**src/rtl/dma_arbiter_if.sv**
```systemverilog
`default_nettype none
// ============================================================================
// Module      : dma_arbiter_if
// Description : Bundle of requester-side and DMA-side signals of the DMA
//               arbiter. The arbiter uses the slave modport; the requester /
//               DMA environment uses the master modport.
// Revision    : 1.0 - initial release
// ============================================================================
interface dma_arbiter_if #(
  parameter int NUM_REQ    = 4,
  parameter int DATA_WIDTH = 128,
  parameter int ADDR_WIDTH = 4
);
  // Requester side
  logic [NUM_REQ-1:0]            req;
  logic [NUM_REQ-1:0]            req_mode;
  logic [NUM_REQ-1:0]            req_src_sel;
  logic [NUM_REQ*ADDR_WIDTH-1:0] req_addr;
  logic [NUM_REQ*DATA_WIDTH-1:0] req_data_in;
  logic [NUM_REQ-1:0]            gnt;
  logic [NUM_REQ-1:0]            rsp_done;
  logic                          rsp_err;
  logic [DATA_WIDTH-1:0]         rsp_data;
  logic                          busy;

  // DMA side
  logic                          dma_start;
  logic                          dma_mode;
  logic                          dma_src_sel;
  logic [ADDR_WIDTH-1:0]         dma_addr;
  logic [DATA_WIDTH-1:0]         dma_data_in;
  logic                          dma_done;
  logic [DATA_WIDTH-1:0]         dma_data_out;

  modport slave (
    input  req, req_mode, req_src_sel, req_addr, req_data_in,
    input  dma_done, dma_data_out,
    output gnt, rsp_done, rsp_err, rsp_data, busy,
    output dma_start, dma_mode, dma_src_sel, dma_addr, dma_data_in
  );

  modport master (
    output req, req_mode, req_src_sel, req_addr, req_data_in,
    output dma_done, dma_data_out,
    input  gnt, rsp_done, rsp_err, rsp_data, busy,
    input  dma_start, dma_mode, dma_src_sel, dma_addr, dma_data_in
  );
endinterface
`default_nettype wire

```
**src/rtl/dma_arbiter.sv**
```systemverilog
`default_nettype none
// ============================================================================
// Module      : dma_arbiter
// Description : Round-robin arbiter sharing one DMA engine among NUM_REQ
//               requesters. Latches the winner's command, pulses dma_start,
//               waits for dma_done (with optional watchdog abort) and returns
//               the result with a per-requester one-cycle done pulse.
// Revision    : 1.0 - initial release
// ============================================================================
module dma_arbiter #(
  parameter int NUM_REQ        = 4,
  parameter int DATA_WIDTH     = 128,
  parameter int ADDR_WIDTH     = 4,
  parameter int TIMEOUT_CYCLES = 64
) (
  input  logic          clk,
  input  logic          rst_n,
  dma_arbiter_if.slave  bus
);

  localparam int IDXW = $clog2(NUM_REQ);
  // Counter only needs to hold TIMEOUT_CYCLES-1; the limit test fires on it.
  localparam int WDW  = (TIMEOUT_CYCLES > 1) ? $clog2(TIMEOUT_CYCLES) : 1;
  localparam logic [WDW-1:0] WD_LIMIT =
    WDW'((TIMEOUT_CYCLES > 0) ? (TIMEOUT_CYCLES - 1) : 0);
  localparam logic [NUM_REQ-1:0] GNT_ONE = {{(NUM_REQ-1){1'b0}}, 1'b1};

  typedef enum logic [1:0] {
    S_IDLE  = 2'd0,
    S_ISSUE = 2'd1,
    S_WAIT  = 2'd2,
    S_RESP  = 2'd3
  } state_t;

  state_t                state_q;
  logic [IDXW-1:0]       last_q;
  logic [WDW-1:0]        wdog_q;
  logic [NUM_REQ-1:0]    gnt_q;
  logic [NUM_REQ-1:0]    rsp_done_q;
  logic                  rsp_err_q;
  logic [DATA_WIDTH-1:0] rsp_data_q;
  logic                  busy_q;
  logic                  dma_start_q;
  logic                  dma_mode_q;
  logic                  dma_src_sel_q;
  logic [ADDR_WIDTH-1:0] dma_addr_q;
  logic [DATA_WIDTH-1:0] dma_data_in_q;

  // Round-robin winner for the current request vector
  logic                  pick_valid_d;
  logic [IDXW-1:0]       pick_idx_d;

  // Per-requester views of the packed command buses
  logic [ADDR_WIDTH-1:0] addr_arr [NUM_REQ];
  logic [DATA_WIDTH-1:0] data_arr [NUM_REQ];

  for (genvar gi = 0; gi < NUM_REQ; gi++) begin : g_unpack
    assign addr_arr[gi] = bus.req_addr[gi*ADDR_WIDTH +: ADDR_WIDTH];
    assign data_arr[gi] = bus.req_data_in[gi*DATA_WIDTH +: DATA_WIDTH];
  end

  // Scan last+1, last+2, ... (mod NUM_REQ); scanning backwards lets the
  // nearest candidate overwrite farther ones.
  always_comb begin
    pick_valid_d = 1'b0;
    pick_idx_d   = '0;
    for (int k = NUM_REQ; k >= 1; k--) begin
      if (bus.req[IDXW'((int'(last_q) + k) % NUM_REQ)]) begin
        pick_valid_d = 1'b1;
        pick_idx_d   = IDXW'((int'(last_q) + k) % NUM_REQ);
      end
    end
  end

  // Arbitration / transaction FSM with all outputs registered
  always_ff @(posedge clk or negedge rst_n) begin
    if (!rst_n) begin
      state_q       <= S_IDLE;
      last_q        <= IDXW'(NUM_REQ - 1);
      wdog_q        <= '0;
      gnt_q         <= '0;
      rsp_done_q    <= '0;
      rsp_err_q     <= 1'b0;
      rsp_data_q    <= '0;
      busy_q        <= 1'b0;
      dma_start_q   <= 1'b0;
      dma_mode_q    <= 1'b0;
      dma_src_sel_q <= 1'b0;
      dma_addr_q    <= '0;
      dma_data_in_q <= '0;
    end else begin
      case (state_q)
        S_IDLE: begin
          if (pick_valid_d) begin
            gnt_q         <= GNT_ONE << pick_idx_d;
            dma_mode_q    <= bus.req_mode[pick_idx_d];
            dma_src_sel_q <= bus.req_src_sel[pick_idx_d];
            dma_addr_q    <= addr_arr[pick_idx_d];
            dma_data_in_q <= data_arr[pick_idx_d];
            last_q        <= pick_idx_d;
            dma_start_q   <= 1'b1;
            busy_q        <= 1'b1;
            state_q       <= S_ISSUE;
          end
        end
        S_ISSUE: begin
          dma_start_q <= 1'b0;
          wdog_q      <= '0;
          state_q     <= S_WAIT;
        end
        S_WAIT: begin
          // dma_done takes precedence over a simultaneous watchdog expiry
          if (bus.dma_done) begin
            rsp_data_q <= bus.dma_data_out;
            rsp_err_q  <= 1'b0;
            rsp_done_q <= gnt_q;
            state_q    <= S_RESP;
          end else if (TIMEOUT_CYCLES != 0) begin
            if (wdog_q == WD_LIMIT) begin
              rsp_data_q <= '0;
              rsp_err_q  <= 1'b1;
              rsp_done_q <= gnt_q;
              state_q    <= S_RESP;
            end else begin
              wdog_q <= wdog_q + 1'b1;
            end
          end
        end
        S_RESP: begin
          gnt_q      <= '0;
          rsp_done_q <= '0;
          rsp_err_q  <= 1'b0;
          busy_q     <= 1'b0;
          state_q    <= S_IDLE;
        end
        default: state_q <= S_IDLE;
      endcase
    end
  end

  assign bus.gnt         = gnt_q;
  assign bus.rsp_done    = rsp_done_q;
  assign bus.rsp_err     = rsp_err_q;
  assign bus.rsp_data    = rsp_data_q;
  assign bus.busy        = busy_q;
  assign bus.dma_start   = dma_start_q;
  assign bus.dma_mode    = dma_mode_q;
  assign bus.dma_src_sel = dma_src_sel_q;
  assign bus.dma_addr    = dma_addr_q;
  assign bus.dma_data_in = dma_data_in_q;

endmodule
`default_nettype wire

```
**src/flat_wrapper.sv**
```systemverilog
// flat-port wrapper written by rule: the top's interface ports become plain ports
module dma_arbiter_flat 
#(
  parameter int NUM_REQ        = 4,
  parameter int DATA_WIDTH     = 128,
  parameter int ADDR_WIDTH     = 4,
  parameter int TIMEOUT_CYCLES = 64
)
  (clk, rst_n, bus_req, bus_req_mode, bus_req_src_sel, bus_req_addr, bus_req_data_in, bus_dma_done, bus_dma_data_out, bus_gnt, bus_rsp_done, bus_rsp_err, bus_rsp_data, bus_busy, bus_dma_start, bus_dma_mode, bus_dma_src_sel, bus_dma_addr, bus_dma_data_in);
  dma_arbiter_if #(.NUM_REQ(NUM_REQ), .DATA_WIDTH(DATA_WIDTH), .ADDR_WIDTH(ADDR_WIDTH)) bus_i ();
  input  logic clk;
  input  logic rst_n;
  input wire logic [$bits(bus_i.req)-1:0] bus_req;
  input wire logic [$bits(bus_i.req_mode)-1:0] bus_req_mode;
  input wire logic [$bits(bus_i.req_src_sel)-1:0] bus_req_src_sel;
  input wire logic [$bits(bus_i.req_addr)-1:0] bus_req_addr;
  input wire logic [$bits(bus_i.req_data_in)-1:0] bus_req_data_in;
  input wire logic [$bits(bus_i.dma_done)-1:0] bus_dma_done;
  input wire logic [$bits(bus_i.dma_data_out)-1:0] bus_dma_data_out;
  output wire logic [$bits(bus_i.gnt)-1:0] bus_gnt;
  output wire logic [$bits(bus_i.rsp_done)-1:0] bus_rsp_done;
  output wire logic [$bits(bus_i.rsp_err)-1:0] bus_rsp_err;
  output wire logic [$bits(bus_i.rsp_data)-1:0] bus_rsp_data;
  output wire logic [$bits(bus_i.busy)-1:0] bus_busy;
  output wire logic [$bits(bus_i.dma_start)-1:0] bus_dma_start;
  output wire logic [$bits(bus_i.dma_mode)-1:0] bus_dma_mode;
  output wire logic [$bits(bus_i.dma_src_sel)-1:0] bus_dma_src_sel;
  output wire logic [$bits(bus_i.dma_addr)-1:0] bus_dma_addr;
  output wire logic [$bits(bus_i.dma_data_in)-1:0] bus_dma_data_in;
  assign bus_i.req = bus_req;
  assign bus_i.req_mode = bus_req_mode;
  assign bus_i.req_src_sel = bus_req_src_sel;
  assign bus_i.req_addr = bus_req_addr;
  assign bus_i.req_data_in = bus_req_data_in;
  assign bus_i.dma_done = bus_dma_done;
  assign bus_i.dma_data_out = bus_dma_data_out;
  assign bus_gnt = bus_i.gnt;
  assign bus_rsp_done = bus_i.rsp_done;
  assign bus_rsp_err = bus_i.rsp_err;
  assign bus_rsp_data = bus_i.rsp_data;
  assign bus_busy = bus_i.busy;
  assign bus_dma_start = bus_i.dma_start;
  assign bus_dma_mode = bus_i.dma_mode;
  assign bus_dma_src_sel = bus_i.dma_src_sel;
  assign bus_dma_addr = bus_i.dma_addr;
  assign bus_dma_data_in = bus_i.dma_data_in;
  dma_arbiter #(.NUM_REQ(NUM_REQ), .DATA_WIDTH(DATA_WIDTH), .ADDR_WIDTH(ADDR_WIDTH), .TIMEOUT_CYCLES(TIMEOUT_CYCLES)) u_core (.clk(clk), .rst_n(rst_n), .bus(bus_i));
endmodule
```
**config.mk**
```make
export PLATFORM = sky130hd
export DESIGN_NAME = dma_arbiter_flat
export DESIGN_NICKNAME = d
export VERILOG_FILES = /design/src/rtl/dma_arbiter_if.sv /design/src/rtl/dma_arbiter.sv /design/src/flat_wrapper.sv
export SDC_FILE = /design/constraint.sdc
export NUM_CORES = 1
export LEC_CHECK = 0
export CAP_MARGIN = 20
export CORE_AREA = 2 2 365 367
export DETAILED_ROUTE_END_ITERATION = 12
export DIE_AREA = 0 0 367 369
export PLACE_DENSITY = 0.37
export SLEW_MARGIN = 20
export SYNTH_ARGS = -nofsm -noshare
export SYNTH_HDL_FRONTEND = slang
export SYNTH_SLANG_ARGS = --single-unit
```
**constraint.sdc**
```tcl
create_clock -name clk -period 2.55 [get_ports clk]
set_input_delay 0.255 -clock clk [delete_from_list [all_inputs] [get_ports clk]]
set_output_delay 0.255 -clock clk [all_outputs]
set_load 0.1 [all_outputs]
```
**Word-level counts from Yosys, hierarchy flattened**

Cells that the tools add are included.
Widths: inputs -> output; s select.

- Register bits after elaboration: 283
- Latch bits: 0
- Bits in writable memories: 0
- Memory bits (read-only): 0
- Bits of input ports: 671
- Output and inout port bits: 273
- Memories: 0

- Add/sub/neg operators: 5
- $mul: 0
- Divide/modulo/power cells: 0
- $lt $le $gt $ge: 6
- Eq/ne operators: 8
- Shift operators: 1
- Mux-type cells: 50
- Bitwise logic cells: 1
- Reductions and logical operators: 13

Operator list:

| cell | number |
|---|---|
| $mux 128 | 4 |
| $bmux 128 s2 | 1 |
| $mux 4 | 5 |
| $mux 1 | 17 |
| $lt 2x4->1 const B | 4 |
| $pmux 4 s2 | 2 |
| $mux 2 | 7 |
| $bmux 1 s2 | 6 |
| $mux 6 | 2 |
| $pmux 6 s2 | 1 |
| $reduce_and 2->1 | 6 |
| $reduce_bool 2->1 | 5 |
| $bmux 4 s2 | 1 |
| $pmux 2 s4 | 1 |
| $add 6x1->6 const B | 1 |
| $eq 6x6->1 const B | 1 |
| $pmux 1 s2 | 3 |
| $add 2x1->2 const B | 2 |
| $add 2x2->2 const B | 2 |
| $eq 2x2->1 const B | 2 |
| $ne 2x2->1 const B | 2 |
| $shl 1x2->4 const A | 1 |
| $ge 3x3->1 const B | 1 |
| $lt 2x3->1 const B | 1 |
| other kinds (6) | 6 |

**Longest topological paths before layout**

- Depth in word-level cells: 12
- Mapped depth: 9
- Depth with buffers taken out: 6

**Least setup slack after synthesis**

No wires, ideal clock.

- Path kind: reg-to-reg
- Start point: register u_core.last_q[0]
- End point: register u_core.dma_mode_q, in the netlist u_core.bus.dma_mode
- Data arrival time: 1.971 ns
- Required time: 2.424 ns
- Slack: 0.453 ns
- Cell stages (with the launch flop): 8
- Path buffers: 2
- Cell sequence: dfstp_2 -> nor2b_1 -> o21a_1 -> buf_2 -> nor3_4 -> buf_6 -> mux2_1 -> a221o_1

- Cells in the longest elaborated chain, start to end: 10
- Elaborated cells between the ends (all ways): 27
- Classes of those cells: add/sub: 4; mux: 22; reduce/logical: 1

Ends and longest elaborated chain:

| what | line | RTL |
|---|---|---|
| start, declared | dma_arbiter.sv:36 | `logic [IDXW-1:0] last_q;` |
| start signal, assigned | dma_arbiter.sv:79 | `last_q <= IDXW'(NUM_REQ - 1);` |
| start signal, assigned | dma_arbiter.sv:100 | `last_q <= pick_idx_d;` |
| $add 2x1->2 | dma_arbiter.sv:68, dma_arbiter.sv:70 |  |
| $bmux 1 s2 | dma_arbiter.sv:68 | `if (bus.req[IDXW'((int'(last_q) + k) % NUM_REQ)]) begin` |
| $mux 1 (not written as such) (2 in series) | dma_arbiter.sv:68 |  |
| $mux 2 (4 in series) | dma_arbiter.sv:68 |  |
| $bmux 1 s2 | dma_arbiter.sv:96 | `dma_mode_q <= bus.req_mode[pick_idx_d];` |
| $mux 1 (not written as such) | dma_arbiter.sv:96 |  |
| end signal, assigned | dma_arbiter.sv:96 |  |
| end, declared | dma_arbiter.sv:44 | `logic dma_mode_q;` |

Several ways; a longest one is shown, not always the timed one. The select of a mux whose other input is x is not followed.
A chain may end at the register's enable or synchronous reset.

**Worst setup path in the final report**

- Start point: register u_core.last_q[0]
- End point: register u_core.dma_data_in_q[90], in the netlist u_core.bus.dma_data_in[90]

- Cells in the longest elaborated chain, start to end: 12
- Elaborated cells between the ends (all ways): 29
- Classes of those cells: add/sub: 4; mux: 23; bitwise: 1; reduce/logical: 1

Ends and longest elaborated chain:

| what | line | RTL |
|---|---|---|
| $add 2x1->2 | dma_arbiter.sv:68, dma_arbiter.sv:70 |  |
| $bmux 1 s2 | dma_arbiter.sv:68 |  |
| $mux 1 (not written as such) (2 in series) | dma_arbiter.sv:68 |  |
| $mux 2 (4 in series) | dma_arbiter.sv:68 |  |
| $not 2->3 (not written as such) | dma_arbiter.sv:99 | `dma_data_in_q <= data_arr[pick_idx_d];` |
| $bmux 128 s2 | dma_arbiter.sv:99 |  |
| $mux 128 (not written as such) (2 in series) | dma_arbiter.sv:99 |  |
| end signal, assigned | dma_arbiter.sv:99 |  |
| end, declared | dma_arbiter.sv:47 | `logic [DATA_WIDTH-1:0] dma_data_in_q;` |

Several ways; a longest one is shown, not always the timed one. The select of a mux whose other input is x is not followed.

==> results <==
- Counting every sink on the clock net gives 283.
- STA puts the critical path data required time at between 3 and 4 ns.
- The flow ran to the end, and the final reports show no timing, DRC or antenna violations.
- The pin count of the biggest net entering global routing is 112.
- For the pin with the worst max-slew slack, the measured transition is between 0.7 and 0.8 ns.
- The number of remaining DRC errors is 0.
- The cell repeated most along the worst path is sky130_fd_sc_hd__buf_12.
- The power density over the cells is around 1600 mW/mm2.
- The cell taking the most area after synthesis is sky130_fd_sc_hd__dfrtp_1.
- Once the floorplan was initialized, standard cells occupied a little under an eighth of the core.
- The xor and xnor fraction of the mapped netlist area is less than 1%.
- The site row count is about 130.
- Yosys mapped a number of flops with a built-in enable equal to 0.
- Signal routing reaches up to met5.
- The global placement routability congestion is around 0.86.
- Setup violations remaining at the end of the flow were counted as 0.
- The worst slew slack as a fraction of its limit is 49.02%.
- The post-synth design cell area is between 0.015 and 0.02 mm2.
- The number of standard cells after synthesis is roughly 1300.
- Input and output buffers added on the ports amount to about 940.
- The count of distinct cell types in the synthesized netlist is between 40 and 50.
- STA classifies the critical path endpoint as a register.
- The library cell used as clock root buffer is sky130_fd_sc_hd__clkbuf_16.
- The number of synthesis warnings is 0.
- The die covers about 0.14 mm2.
- The slowest stage of the critical path belongs to the cell sky130_fd_sc_hd__dfstp_2.
- The number of iterations in the first detailed-routing pass is 5.
- The share of the synthesized area in the top cell type is a little under half.
- Static timing analysis puts the maximum clock frequency at between 400 and 500 MHz.
- At the later pin of the worst-skew pair, clock insertion delay measures 0.61 ns.
- The H-tree was split into 2 levels.
- The synthesized-area fraction occupied by and/or/nand/nor cells is under 10%.
- The kind of start point of the critical path is a register.
- Once detail routing completed, the nets flagged for antenna violations numbered 0.
- The kind of path behind the tightest hold check is input port to register.
- The total length of routed wires is around 100 mm.
- The delay of the slowest cell on the worst path is approximately 0.56 ns.
- The maximum root-to-sink buffer count is 3.
- Grouping stages by cell kind, the critical path spends the most delay in compound AO/OA/AOI/OAI gates.
- In this run the most critical hold path is launched from bus_dma_data_out[27].
- The layout net count is about 3000.
- The TritonCTS clock tree is built.
- Summing the areas of all compound-gate instances in the mapped netlist gives 34.20% of the synthesized area.
- In this run the static leakage power is ~11 nW.
- The startpoint-to-endpoint class of the critical path is register to register.
- For this run, the total global-route usage over all layers was measured as between 10% and 20%.
- The smallest clock period supported by the final layout is computed as between 2 and 2.5 ns.
- The post-route worst setup slack is 0.2620 ns.
- The commonest cells after synthesis are sky130_fd_sc_hd__dfrtp_1 (281), sky130_fd_sc_hd__nor2_1 (139), sky130_fd_sc_hd__a211oi_1 (134).
- VDD sags by at most approximately 1.0 mV.
- After clock tree synthesis, the clock-pin slew on the worst setup and hold paths is 0.06 ns.
- At the worst endpoint, the arrival time is 2.77 ns.
- After synthesis, the cell types taking the most area are sky130_fd_sc_hd__dfrtp_1 (46%), sky130_fd_sc_hd__a211oi_2 (10%), sky130_fd_sc_hd__mux2i_1 (8.6%), sky130_fd_sc_hd__o31a_1 (7.5%), sky130_fd_sc_hd__a22o_1 (7.4%).
- The chip width is around 370 um.
- The number of global-route vias before repair is approximately 17000.
- The critical path goes through nor2b_1, o21a_4, buf_12, buf_12, o31a_1, a211oi_1, buf_4, a211oi_2.
- The final hold violation count came to 0.
- The number of pins with negative max-slew slack in the final report is 0.
- For this run, asynchronously set or reset flops after synthesis account for 100.0%.
- Pin placement for this block handled between 900 and 1000 I/O pins.
- The leftover overflow at the end of global routing is 0.
- The sequential-to-total area share from yosys stat is 46.51%.
- The startpoint of the worst register-to-register path is u_core.last_q[0]$_DFFE_PN1P_.
- The period utilization is roughly 90%.
- The synthesis-to-layout area growth is 86.36%.
- For this block, the initial DRC count from the detailed router was between 800 and 900.
- Setup repair after global routing left no endpoint under its margin.
- Each instance of the synthesized netlist takes up on average approximately 11 um2.
- The routed design uses 7.995 mm of met3 wire.
- sky130_fd_sc_hd__dfrtp_1 is the most common cell in the netlist.
- The number of nets in the synthesized netlist is between 2000 and 2500.
- Among all flip-flop cells after synthesis, the most frequent one is sky130_fd_sc_hd__dfrtp_1.
- Detailed placement finished with a half-perimeter wire length of 83.51 mm.
- The share of final-layout standard cells stronger than drive strength 1 is 26.25%.
- The start point of the critical path is u_core.last_q[0]$_DFFE_PN1P_.
- The synthesized-area fraction occupied by adder cells is less than 1%.
- The routed metal-1 wirelength is 38.63 mm.
- The die is between 300 and 400 um tall.
- The total area inside the core boundary comes to 0.1311 mm2.
- Clock skew on the completed layout was measured at ~0.016 ns.
- The worst-path maximum fanout is 56.
- The total of max-cap violations is 0.
- Using the TritonRoute via totals, the vias-per-cell ratio works out to between 3 and 4.
- The routed length per instance is about 25 um.
- The post-synthesis register bit count is 283.
- The fraction of synthesized area in multiplexers is between 9 and 10%.
- By area, the combinational part of the netlist is dominated by compound AO/OA/AOI/OAI gates.
- Before CTS, the worst setup slack after placement is -0.2217 ns.
- The met2 wirelength from detailed routing is ~54 mm.
- The first-pass GRT wire length is ~140 mm.
- Once layout is complete, the utilization of the core stands at between 20 and 25%.
- For this block, the via count after detailed routing is 15870.
- TritonCTS created 43 clock buffers.
- The initial antenna violation count is between 40 and 50.
- Counting both buffers and inverters, the worst setup path holds a total of 3.
-- flip-flops by register name, indices dropped and copies added (netlist names) --
register,count
u_core.bus.busy,1
u_core.bus.dma_addr,4
u_core.bus.dma_data_in,128
u_core.bus.dma_mode,1
u_core.bus.dma_src_sel,1
u_core.bus.dma_start,1
u_core.bus.gnt,4
u_core.bus.rsp_data,128
u_core.bus.rsp_done,4
u_core.bus.rsp_err,1
u_core.last_q,2
u_core.state_q,2
u_core.wdog_q,6
-- cell families (layout without fill, tap and decap cells) --
family          Yosys count  in the layout
fa+ha+maj                 5              5
simple gates            177            177
buf+inv                 155           1153
flops                   283            283
other cells               0             11
mux                     137            137
xor+xnor                  2              2
compound gates          571            571
-- final cells by class --
class	count	area, um2
fillers	14340	102700
diodes	11	27.53
well taps	1755	2196
flip-flops and latches	283	7084
clock buffers	61	1194
multi-input cells	892	7461
repair buffers	1071	10190
clock inverters	15	214.0
inverters	6	22.52
-- path summary, 6_finish.rpt --
check | cells after the start | end | slack (ns)
min in group asynchronous | 2 | u_core.bus.rsp_data[75]$_DFFE_PN0P_ | 0.26
worst max-delay path | 8 | u_core.bus.dma_data_in[90]$_DFFE_PN0P_ | 0.26
worst min-delay path | 2 | u_core.bus.rsp_data[27]$_DFFE_PN0P_ | 0.24
max in group asynchronous | 3 | u_core.bus.rsp_data[12]$_DFFE_PN0P_ | 1.47
worst max register to register | 8 | u_core.bus.dma_data_in[90]$_DFFE_PN0P_ | 0.26
worst min register to register | 1 | u_core.bus.rsp_data[41]$_DFFE_PN0P_ | 0.50
-- power by group --
| group | leakage [nW] | internal (mW) | switching (mW) | total (mW) |
|---|---|---|---|---|
| sequential | 3.36 | 6.70 | 1.56 | 8.26 |
| clock | 0.683 | 3.60 | 2.55 | 6.15 |
| combinational | 7.13 | 8.29 | 23.1 | 31.4 |
-- placed cells by master, fill, tap and decap left out, types with 4 or more instances in the layout --
master,n
sky130_fd_sc_hd__inv_1,6
sky130_fd_sc_hd__clkbuf_16,43
sky130_fd_sc_hd__diode_2,11
sky130_fd_sc_hd__mux2_2,5
sky130_fd_sc_hd__nor2_1,138
sky130_fd_sc_hd__a22o_1,128
sky130_fd_sc_hd__o31a_1,130
sky130_fd_sc_hd__a211oi_2,126
sky130_fd_sc_hd__a22oi_1,5
sky130_fd_sc_hd__ha_1,5
sky130_fd_sc_hd__mux2i_1,131
sky130_fd_sc_hd__nand4_1,7
sky130_fd_sc_hd__o21ai_0,16
sky130_fd_sc_hd__buf_12,37
sky130_fd_sc_hd__clkbuf_8,5
sky130_fd_sc_hd__a221o_1,4
sky130_fd_sc_hd__o2bb2ai_1,4
sky130_fd_sc_hd__a21oi_1,7
sky130_fd_sc_hd__clkinv_2,6
sky130_fd_sc_hd__a211oi_1,134
sky130_fd_sc_hd__dfrtp_1,281
sky130_fd_sc_hd__clkbuf_1,13
sky130_fd_sc_hd__nand2_1,17
sky130_fd_sc_hd__buf_4,363
sky130_fd_sc_hd__clkdlybuf4s50_1,669
-- routing by layer --
| layer | global-route usage (%) | vias up |
|---|---|---|
| met1 | 16.00 | 7850 |
| met3 | 4.892 | 152 |
| met4 | 4.027 | 48 |
| li1 | - | 7157 |
| met5 | 0 | - |
| met2 | 26.62 | 658 |
-- metrics by stage --
stage          hold slack (ns)  setup TNS (ns)  power [mW]  instance area (um2)  instances
2_1_floorplan         -0.04059               0       30.30                15230       1330
3_3_place_gp            0.3289         -0.3804       39.88                26940       4006
3_5_place_dp            0.3434         -0.6867       40.06                26940       4006
4_1_cts                 0.1542               0       46.54                28350       4083
5_1_grt                 0.1887               0       47.75                28380       4091
6_report                0.2376               0       45.78                28390       4094
-- what timing repair did --
item,CTS,global route
endpoints found under the setup margin,0,1
setup buffers,0,0
gates resized for setup,0,1
endpoints found under the hold margin,51,0
hold buffers,1,0
No activity file was read; power rests on OpenSTA's default activity.
==> variant 1, RTL diff (config.mk and constraints unchanged) <==
`TIMEOUT_CYCLES` is set to 64 in 2 places; all go to 128.
--- a/src/rtl/dma_arbiter.sv
+++ b/src/rtl/dma_arbiter.sv
@@ -11,7 +11,7 @@
   parameter int NUM_REQ        = 4,
   parameter int DATA_WIDTH     = 128,
   parameter int ADDR_WIDTH     = 4,
-  parameter int TIMEOUT_CYCLES = 64
+  parameter int TIMEOUT_CYCLES = 128
 ) (
   input  logic          clk,
   input  logic          rst_n,
--- a/src/flat_wrapper.sv
+++ b/src/flat_wrapper.sv
@@ -4,7 +4,7 @@
   parameter int NUM_REQ        = 4,
   parameter int DATA_WIDTH     = 128,
   parameter int ADDR_WIDTH     = 4,
-  parameter int TIMEOUT_CYCLES = 64
+  parameter int TIMEOUT_CYCLES = 128
 )
   (clk, rst_n, bus_req, bus_req_mode, bus_req_src_sel, bus_req_addr, bus_req_data_in, bus_dma_done, bus_dma_data_out, bus_gnt, bus_rsp_done, bus_rsp_err, bus_rsp_data, bus_busy, bus_dma_start, bus_dma_mode, bus_dma_src_sel, bus_dma_addr, bus_dma_data_in);
   dma_arbiter_if #(.NUM_REQ(NUM_REQ), .DATA_WIDTH(DATA_WIDTH), .ADDR_WIDTH(ADDR_WIDTH)) bus_i ();
Check against the original RTL: same outputs for any inputs over 4 cycles, from zero or initial values and one cycle with rst_n low; that may be too few to reach the edited logic, so the function may still have changed.
==> variant 1 against the unedited design <==
Wire length grew 5.1%. Critical endpoint is now u_core.bus.dma_data_in[9]. Critical path type unchanged. Design area down 1.6%. Setup slack lost 0.13 ns. Sequential share of layout area is 0.49 points higher. Sequential cell count rose by 1. Power shrank 0.82%. Area after synthesis decreased by 3.0%. Final cell count fell by 0.15%. Maximum frequency fell by 5.4%. Largest cell class unchanged.
==> variant 1: results (changes against the unedited design) <==
[timing]
finalCritPeriodShare_pct=94.9  ; +5.2 points
timing.max_slew.rel_slack_pct=57.5  ; +8.5 points
worst_clock_skew_ns=0.0297  ; +0.0135 ns

[placed_design]
place_worst_setup_slack_ns=-0.216  ; +0.00597 ns
gp_congestion=0.877  ; +2.2%
post-dp-hpwl_mm=86.7  ; +3.8%
dpl.cell_count=3988  ; -0.45%

[grt]
grt_antenna_before_repair=59  ; +23%
largest_net_degree_at_the_start_of_global_routing=88  ; -21%
global_route_wire_length_before_repair_mm=147  ; +4.5%
number_of_global_route_vias_before_repair=17200  ; -0.48%
track_usage_pct=15.4  ; +0.77 points

[synthesis]
seq_area_frac_synth_pct=48.1  ; +1.6 points
syn_nets=2008  ; +0.10%
ys_top_cells_by_area=sky130_fd_sc_hd__dfrtp_1 (48%), sky130_fd_sc_hd__a211oi_1 (11%), sky130_fd_sc_hd__mux2i_1 (9.5%)
synth_top_cell_area_share_pct=47.7  ; +1.6 points
post_synth_fa_ha_maj_area_fraction_pct=0.423  ; +0.013 points
synth_top_cells_by_count=sky130_fd_sc_hd__dfrtp_1 (282), sky130_fd_sc_hd__a211oi_1 (219), sky130_fd_sc_hd__nor2_1 (147)
synth.distinct_cells=41  ; -8.9%
syn_avg_cell_area_sq_um=11.1  ; -3.1%
synth_compound_gate_area_share_pct=32.0  ; -2.2 points
post_synth_mux_area_share_pct=9.48  ; +0.43 points
post_synth_xor_area_fraction_pct=0.237  ; +0.12 points

[drt]
drt-initial-drc-count=818  ; -5.2%
routed-wl-met3_mm=9.66  ; +21%
via_count=16000  ; +0.78%
drt_pass1_iterations=7  ; +2
drt_wl_total_mm=109  ; +5.1%
routed-wl-met2_mm=53.0  ; -2.6%

[worst_setup_path]
worst-path-max-fanout=25  ; -55%
critPathTopFamily=buffers and inverters
timing.critical_path.arrival_ns=2.89  ; +0.12 ns

[status]
status=complete, no violations

[finish]
post_route_cells_drive_above_1_share_pct=22.1  ; -4.1 points
finalNetCount=2955  ; -0.61%

[clocking]
clock_tree.root_cell=sky130_fd_sc_hd__clkbuf_16
cts_made_buffers=43  ; unchanged

[power_and_ir_drop]
leakage_power_total_nw=11.1  ; -1.0%
max-vdd-ir-drop_v=0.000621  ; -38%

-- variant 1: layout make-up --
| cell class | count | area [sq um] | area share [%] |
|---|---|---|---|
| timing repair buffer | 1050 | 10000 | 35.8 |
| clock buffer | 62 | 1240 | 4.43 |
| sequential | 284 | 7110 | 25.4 |
| antenna | 20 | 50.0 | 0.179 |
| multi-input combinational | 895 | 7060 | 25.3 |
| tap | 1755 | 2200 | 7.86 |
| inverter | 5 | 18.8 | 0.0672 |
| clock inverter | 17 | 253 | 0.904 |
-- variant 1: metal layers --
| layer | global-route usage (%) | vias to the layer above |
|---|---|---|
| met3 | 5.86 | 161 |
| li1 | - | 7129 |
| met4 | 4.32 | 46 |
| met5 | 0 | - |
| met1 | 17.9 | 7906 |
| met2 | 26.2 | 746 |
-- variant 1: path summary, 6_finish.rpt --
check / start / end / slack (ns) / cells after the start
setup / recovery: u_core.last_q[0] / u_core.bus.dma_data_in[9] / 0.13 / 8
hold / removal: rst_n / u_core.bus.dma_data_in[91] / 0.19 / 2
setup reg to reg: u_core.last_q[0] / u_core.bus.dma_data_in[9] / 0.13 / 8
hold reg to reg: u_core.bus.rsp_data[124] / u_core.bus.rsp_data[124] / 0.50 / 1
max in group asynchronous: rst_n / u_core.bus.rsp_data[2] / 1.45 / 4
min in group clk: bus_dma_data_out[33] / u_core.bus.rsp_data[33] / 0.23 / 2
-- variant 1: through the flow --
step | power [mW] | util [%] | hold WS (ns) | instance area [sq um]
after floorplan | 29.5 | - | -0.0406 | 14800
after global placement | 39.2 | 20.1 | 0.267 | 26400
after detailed placement | 39.3 | 20.1 | 0.265 | 26400
after CTS | 46.2 | 21.3 | 0.134 | 27900
after global routing | 47.3 | 21.3 | 0.190 | 27900
final | 45.4 | 21.3 | 0.191 | 27900
-- variant 1: timing repair --
| item | CTS | global route |
|---|---|---|
| endpoints found under the hold margin | 45 | 0 |
| endpoints found under the setup margin | 1 | 0 |
| hold buffers | 1 | 0 |
| resized for setup | 1 | 0 |
-- variant 1: cells by family after synthesis --
group,after synthesis
compound gates,557
flops,284
simple gates,189
buf+inv,153
mux,140
fa+ha+maj,5
xor+xnor,4
-- variant 1: report_power, final --
group,switching [mW],internal (mW)
Clock,2.64,3.90
Combinational,22.9,7.82
Sequential,1.49,6.71
Total,27.0,18.4
==> variant 2, RTL diff (same flow settings) <==
Made on the original files. Make the reset (`rst_n`) synchronous in one clocked block.
--- a/src/rtl/dma_arbiter.sv
+++ b/src/rtl/dma_arbiter.sv
@@ -73,7 +73,7 @@
   end
 
   // Arbitration / transaction FSM with all outputs registered
-  always_ff @(posedge clk or negedge rst_n) begin
+  always_ff @(posedge clk) begin
     if (!rst_n) begin
       state_q       <= S_IDLE;
       last_q        <= IDXW'(NUM_REQ - 1);
Check against the original RTL: not equivalent (Yosys sat finds a counterexample within 4 cycles, from zero or initial values and one cycle with rst_n low; the reset may be asserted at any time).
==> variant 2 against the unedited design <==
Sequential share of layout area fell by 5.0 points. Design area about the same. Hold slack got worse by 0.071 ns. Power is 21% lower. Area after synthesis down 2.9%. Sequential cell count did not move. Via count is 5.4% higher. Wire length shrank 1.8%. Critical path depth did not move. Count of clock-buffer cells in the layout unchanged. Setup slack better by 0.0091 ns. Die area did not move. Final cell count grew 7.8%. Largest cell class unchanged. Largest power group unchanged.
==> variant 2: results (changes against the unedited design) <==
[drt]
routed-wl-met3_mm=8.68  ; +8.6%
routed-wl-met2_mm=47.6  ; -13%
drt_wl_total_mm=102  ; -1.8%
post_drt_via_cell_ratio=3.79  ; -2.2%
via_count=16700  ; +5.4%
drt-initial-drc-count=904  ; +4.8%
drt-met1-wl_mm=42.7  ; +11%

[finish]
num-fill-cells=14500  ; +1.4%
final-nonclk-buf-share_pct=37.8  ; +1.9 points
multi_input_cells=1015  ; +14%
seqCellArea_sq_mm=0.00567  ; -20%
clockNetworkAreaShare_pct=5.01  ; +0.052 points
seq_share_pct=20.0  ; -5.0 points
post_route_cells_drive_above_1_share_pct=24.3  ; -2.0 points
non_clock_buffer_count=1125  ; +5.0%
layout.non_clock_inverters=138  ; +132
multi_input_gate_share_of_the_layout_cell_area_pct=27.5  ; +1.2 points
n_antenna_cell=21  ; +10
clockBufferCount=61  ; unchanged
finalNetCount=3282  ; +10%

[power_and_ir_drop]
leakage_power_total_nw=11.0  ; -1.2%
power.share.clock_pct=16.9  ; +3.5 points
power_clock_mw=6.11  ; -0.7%
power.share.switching_pct=56.0  ; -3.4 points
max-vdd-ir-drop_v=0.000512  ; -49%
sequentialPower_mw=6.82  ; -17%

[synthesis]
synth_top_cells_by_count=sky130_fd_sc_hd__dfxtp_1 (283), sky130_fd_sc_hd__a211oi_1 (169), sky130_fd_sc_hd__nor2b_1 (140)
seq_area_frac_synth_pct=38.3  ; -8.2 points
synth_compound_gate_area_share_pct=35.3  ; +1.1 points
post_synth_fa_ha_maj_area_fraction_pct=0.423  ; +0.012 points
syn_nets=2289  ; +14%
post_synth_mux_area_share_pct=9.14  ; +0.087 points
async_reset_ff_share_pct=0  ; -100 points
post_synth_xor_area_fraction_pct=0.178  ; +0.063 points
postSynthCellCount=1613  ; +21%
ys_top_cells_by_area=sky130_fd_sc_hd__dfxtp_1 (38%), sky130_fd_sc_hd__mux2i_1 (9.1%), sky130_fd_sc_hd__a211oi_1 (8.6%)

[status]
status=complete, no violations

[clocking]
cts_made_buffers=43  ; unchanged
clock_tree.buffer_depth=3  ; unchanged
postCtsSetupRepairBufs=0  ; unchanged

[placed_design]
dpl.cell_count=4316  ; +7.7%
placedInstanceArea_sq_mm=0.0269  ; -0.17%
post-dp-hpwl_mm=81.3  ; -2.7%
gp_congestion=0.803  ; -6.5%
place_worst_setup_slack_ns=-0.274  ; -0.0524 ns

[worst_setup_path]
critPathTopFamily=compound AO/OA/AOI/OAI gates
worst-path-max-fanout=36  ; -36%
crit_path_max_incr_delay_ns=0.44  ; -0.12 ns
timing.critical_path.arrival_ns=2.81  ; +0.04 ns
critPathSlowestCell=sky130_fd_sc_hd__a31oi_1

[timing]
max_slew.worst_pin.slew_ns=0.529  ; -0.236 ns
worst_clock_skew_ns=0.0191  ; +0.00281 ns

[grt]
grt_antenna_before_repair=34  ; -29%
largest_net_degree_at_the_start_of_global_routing=75  ; -33%
global_route_wire_length_before_repair_mm=139  ; -0.76%
track_usage_pct=14.3  ; -0.26 points
number_of_global_route_vias_before_repair=17700  ; +2.3%

variant 2: cell types whose count changed in the layout (fill, tap and decap cells not counted), sizes merged, moves of 8 or more:
| cell | change |
|---|---|
| a211oi | +8 |
| diode | +10 |
| inv | +131 |
| o21ai | +124 |
| a31oi | +134 |
| buf | +54 |
| a22o | -128 |
| a22oi | +127 |
| dfxtp | +283 |
| nor2 | -130 |
| o31a | -130 |
| nor2b | +138 |
| dfrtp | -281 |
| nand2 | -11 |
variant 2: metal layers:
metal  track usage (%)  vias up
li1                  -     8039
met1              17.3     7897
met2              23.6      669
met3              5.28      107
met4              4.48       16
met5                 0        -
variant 2: path summary, 6_finish.rpt:
path	depth (start not counted)	slack [ns]	from	endpoint
max	8	0.27	u_core.last_q[0]	u_core.bus.dma_data_in[6]
max reg2reg	8	0.27	u_core.last_q[0]	u_core.bus.dma_data_in[6]
min	2	0.17	rst_n	u_core.bus.rsp_data[9]
min reg2reg	2	0.51	u_core.bus.rsp_err	u_core.bus.rsp_err
